### src/rtl/control_unit_pipe.sv
// Pipelined instruction-class decoder with a registered control output stage.
// Block transfers are sequenced over multiple micro-ops when CU_BLOCK_XFER_EN is defined.
module control_unit_pipe #(
    parameter int NREG = 16
) (
    input  logic                     clk,
    input  logic                     rst_n,
    input  logic                     in_valid,
    output logic                     in_ready,
    input  logic [1:0]               mode,
    input  logic [3:0]               op_code,
    input  logic                     s_in,
    input  logic [NREG-1:0]          reg_list,
    input  logic                     stall,
    input  logic                     flush,
    output logic                     out_valid,
    output logic [3:0]               exe_cmd,
    output logic                     mem_read,
    output logic                     mem_write,
    output logic                     wb_en,
    output logic                     s_out,
    output logic                     b_out,
    output logic [$clog2(NREG)-1:0]  xfer_idx,
    output logic                     xfer_last
);
    localparam int IW = $clog2(NREG);

    typedef enum logic {IDLE, XFER} state_t;

    typedef struct packed {
        logic          valid;
        logic [3:0]    cmd;
        logic          mem_read;
        logic          mem_write;
        logic          wb_en;
        logic          s;
        logic          b;
        logic [IW-1:0] idx;
        logic          last;
    } ctrl_t;

    state_t state_q, state_d;
    ctrl_t  ctrl_q, ctrl_d, dec;
    logic   accept;

    assign in_ready = (state_q == IDLE) && !stall;
    assign accept   = in_valid && in_ready && !flush;

    // Single-op decode of the incoming request
    always_comb begin
        dec       = '0;
        dec.valid = 1'b1;
        unique case (mode)
            2'b00: begin
                dec.wb_en = 1'b1;
                dec.s     = s_in;
                case (op_code)
                    4'b1101: dec.cmd = 4'b0001;
                    4'b1111: dec.cmd = 4'b1001;
                    4'b0100: dec.cmd = 4'b0010;
                    4'b0101: dec.cmd = 4'b0011;
                    4'b0010: dec.cmd = 4'b0100;
                    4'b0110: dec.cmd = 4'b0101;
                    4'b0000: dec.cmd = 4'b0110;
                    4'b1100: dec.cmd = 4'b0111;
                    4'b0001: dec.cmd = 4'b1000;
                    4'b1010: begin
                        dec.cmd   = 4'b0100;
                        dec.wb_en = 1'b0;
                        dec.s     = 1'b1;
                    end
                    4'b1000: begin
                        dec.cmd   = 4'b0110;
                        dec.wb_en = 1'b0;
                        dec.s     = 1'b1;
                    end
                    default: begin
                        dec.wb_en = 1'b0;
                        dec.s     = 1'b0;
                    end
                endcase
            end
            2'b01: begin
                dec.cmd       = 4'b0010;
                dec.mem_read  = s_in;
                dec.wb_en     = s_in;
                dec.mem_write = !s_in;
            end
            2'b10: begin
                dec.b = 1'b1;
                dec.s = s_in;
            end
            default: ;
        endcase
    end

`ifdef CU_BLOCK_XFER_EN
    logic [NREG-1:0] list_q, list_d, src, rest;
    logic            s_lat_q, s_lat_d, uop_s, found;
    logic [IW-1:0]   lsb_idx;
    ctrl_t           uop;

    // In IDLE the micro-op comes from the incoming list, in XFER from the latched remainder
    assign src   = (state_q == XFER) ? list_q : reg_list;
    assign uop_s = (state_q == XFER) ? s_lat_q : s_in;
    assign rest  = src & (src - 1'b1);

    always_comb begin
        lsb_idx = '0;
        found   = 1'b0;
        for (int unsigned i = 0; i < NREG; i++) begin
            if (!found && src[i]) begin
                lsb_idx = i[IW-1:0];
                found   = 1'b1;
            end
        end
    end

    always_comb begin
        uop           = '0;
        uop.valid     = 1'b1;
        uop.cmd       = 4'b0010;
        uop.mem_read  = uop_s;
        uop.wb_en     = uop_s;
        uop.mem_write = !uop_s;
        uop.idx       = lsb_idx;
        uop.last      = (rest == '0);
    end

    always_comb begin
        ctrl_d  = ctrl_q;
        state_d = state_q;
        list_d  = list_q;
        s_lat_d = s_lat_q;
        if (flush) begin
            ctrl_d  = '0;
            state_d = IDLE;
            list_d  = '0;
        end else if (!stall) begin
            ctrl_d = '0;
            if (state_q == XFER) begin
                ctrl_d = uop;
                list_d = rest;
                if (rest == '0) state_d = IDLE;
            end else if (accept) begin
                if (mode == 2'b11) begin
                    if (reg_list != '0) begin
                        ctrl_d  = uop;
                        list_d  = rest;
                        s_lat_d = s_in;
                        if (rest != '0) state_d = XFER;
                    end
                end else begin
                    ctrl_d = dec;
                end
            end
        end
    end

    always_ff @(posedge clk or negedge rst_n) begin
        if (!rst_n) begin
            list_q  <= '0;
            s_lat_q <= 1'b0;
        end else begin
            list_q  <= list_d;
            s_lat_q <= s_lat_d;
        end
    end
`else
    logic unused_list;
    assign unused_list = ^reg_list;

    always_comb begin
        ctrl_d  = ctrl_q;
        state_d = IDLE;
        if (flush) begin
            ctrl_d = '0;
        end else if (!stall) begin
            ctrl_d = accept ? dec : '0;
        end
    end
`endif

    always_ff @(posedge clk or negedge rst_n) begin
        if (!rst_n) begin
            state_q <= IDLE;
            ctrl_q  <= '0;
        end else begin
            state_q <= state_d;
            ctrl_q  <= ctrl_d;
        end
    end

    assign out_valid = ctrl_q.valid;
    assign exe_cmd   = ctrl_q.cmd;
    assign mem_read  = ctrl_q.mem_read;
    assign mem_write = ctrl_q.mem_write;
    assign wb_en     = ctrl_q.wb_en;
    assign s_out     = ctrl_q.s;
    assign b_out     = ctrl_q.b;
    assign xfer_idx  = ctrl_q.idx;
    assign xfer_last = ctrl_q.last;
endmodule

### config.mk
export PLATFORM = sky130hd
export DESIGN_NAME = control_unit_pipe
export DESIGN_NICKNAME = d
export VERILOG_FILES = /design/src/rtl/control_unit_pipe.sv
export SDC_FILE = /design/constraint.sdc
export NUM_CORES = 1
export LEC_CHECK = 0
export CORE_UTILIZATION = 35
export CTS_CLUSTER_DIAMETER = 150
export DETAILED_ROUTE_END_ITERATION = 7
export DONT_BUFFER_PORTS = 1
export PLACE_DENSITY = 0.59
export SYNTH_ARGS = -nofsm -noshare
export SYNTH_HDL_FRONTEND = slang
export SYNTH_SLANG_ARGS = --single-unit
### constraint.sdc
create_clock -name clk -period 0.8 [get_ports clk]
set_input_delay 0.2 -clock clk [delete_from_list [all_inputs] [get_ports clk]]
set_output_delay 0.2 -clock clk [all_outputs]
set_load 0.02 [all_outputs]
==> qor.csv <==
metric;value;unit
final core occ;0.525;
post-synth cell types;30;
final hold slack;46.8;ps
Sink Count;10;
period utilization;1.23;
Max Slew Vio Count;0;
Post-Synthesis Cells;70;
diode count;0;
Clock Path Buffers;2;
initial core utilization;0.393;
cts bufs inserted;3;
CTS Root Cell;clkbuf_4;
Mean Syn Cell Area;8.85;µm²
first-pass GRT wire length;2.13;mm
initial antenna violation count;0;
Max stage delay on crit path;390;ps
number of synthesized flops with an enable pin;0;
minimum clock period;982;ps
Total Routing Usage GR;0.150;
Pwr Total;1040;µW
fmax;1020;MHz
routed length per instance;13.0;µm
crit path capture type;output pin;
static leakage;0.000398;µW
core area;1580;µm²
Post-Syn Area;619;µm²
GR peak layer;met2;
endpoint required time on the critical path;600;ps
buffer and inverter count on the worst path;1;
vias in the first global route;480;
CP Launch Type;register;
First DRT Iteration DRCs;9;
Die H;44.1;µm
Crit Path Category;reg2out;
CP Cell Sequence;buf_6;
CP Data Arrival Time;780;ps
I/O pins;44;
status;finished with violations;
hold crit path type;in2reg;
commonest non-fill, non-tap cells in the layout;buf_4, nand2_1, dfrtp_1, buf_6, conb_1;
Hold Vio Cnt, Final;0;
failing checks;DRC, setup timing;
slowest cell on the critical path;dfrtp_1;
layout cells sized above 1;0.356;
Final Net Count;117;
Synth Register Bits;10;
top_reg_cell synth;dfrtp_1;
residual DRC count;5;
largest net degree at the start of global routing;12;
number of max-cap violations;0;
GRT overflow;0;
drt pass-1 iters;6;
Rows;14;
latest clock arrival within the worst-skew pair;250;ps
CP max FO;2;
CTS tree;built;
setup ws final;-182;ps
M2 GR Usage;0.212;
Worst Clk Skew;0;ps
Placer Congestion;0.706;
input/output buffers;0;
Die Wd;44.1;µm
Post-DP HPWL;939;µm
# H-tree levels;1;
commonest non-fill, non-tap cell in the layout;buf_4;
number of routed nets with antenna violations;0;
Final Setup Violations;15;
Seq/Total Area, Yosys;0.404;
Synth-to-Final Area Change;33.7;%
Via density;5.47;
P per Cell Area;1250;nW/µm²
Max rail drop VDD;0.000479;V
asr flop ratio synth;1.00;
die area;1940;µm²
DR vias;563;
GR Util met3;0.0245;
crit-path leading delay family;flip-flops;
synth warn;0;
met1 global-route usage;0.206;
total routed wirelength;1.34;mm
RSZ-0062 raised after global routing;yes;
Place WS;-167;ps
Worst-path clk slew;60;ps
## synth_stat cells, types with 2 or more instances
cell	instances	area, µm²
buf_2	3	15.0
o21ai_1	2	10.0
a21oi_1	5	25.0
a32o_1	2	20.0
nor3_1	4	20.0
nor2_1	5	18.8
nand2_1	8	30.0
buf_4	5	37.5
a22o_1	2	17.5
nand2b_1	2	12.5
inv_1	2	7.51
o21ai_0	3	15.0
dfrtp_1	10	250
## layer usage
metal / vias up / wire length [µm]
li1: 276 / -
met1: 260 / 555
met2: 25 / 646
met3: 2 / 116
met4: 0 / 19
met5: - / 0
## cell type report
| cell class | instances | area (µm²) |
|---|---|---|
| clock buffers | 3 | 22.5 |
| fillers | 165 | 748 |
| inverters | 2 | 7.51 |
| multi-input cells | 53 | 350 |
| flip-flops and latches | 10 | 254 |
| well taps | 16 | 20.0 |
| repair buffers | 19 | 174 |
## flip-flops by register name (all words and copies together), names as in the netlist
signal,flops
b_out,1
exe_cmd,4
mem_read,1
mem_write,1
out_valid,1
s_out,1
wb_en,1
## cell families after synthesis
kind of cell / count (synthesis) / synth area share
and+or+nand+nor: 26 / 0.234
AOI/OAI and AO/OA: 19 / 0.208
buffers and inverters: 11 / 0.103
DFF: 10 / 0.404
xor gates and xnor gates: 2 / 0.0283
muxes: 1 / 0.0162
other: 1 / 0.00605
## through the flow
step                cell area (µm²)  TNS [ps]  instances
global route                    828     -2120        103
global placement                699      -881         92
CTS                             795     -1770        100
finish                          828     -1710        103
detailed placement              699      -878         92
floorplan                       677      -611         74
## worst paths after layout
path | startpoint | to | slack, ps | cells past startpoint
hold / removal | s_in | mem_write | 50 | 1
max in group asynchronous | rst_n | exe_cmd[1] | 130 | 1
setup reg to reg | s_out | s_out | -60 | 3
setup / recovery | s_out | s_out | -180 | 1
min in group asynchronous | rst_n | b_out | 330 | 1
hold reg to reg | out_valid | out_valid | 550 | 2
## report_power, final
group	switching, µW	internal [µW]
registers	10.0	517
logic	97.5	91.6
clock network	149	173
## repair_timing
action,CTS,global route
buffers inserted,3,4
hold buffers,2,0
hold endpoints to repair,12,0
pin swaps,2,3
gates resized for setup,10,2
setup endpoints to repair,10,14
(Power assumes the default switching activity.)
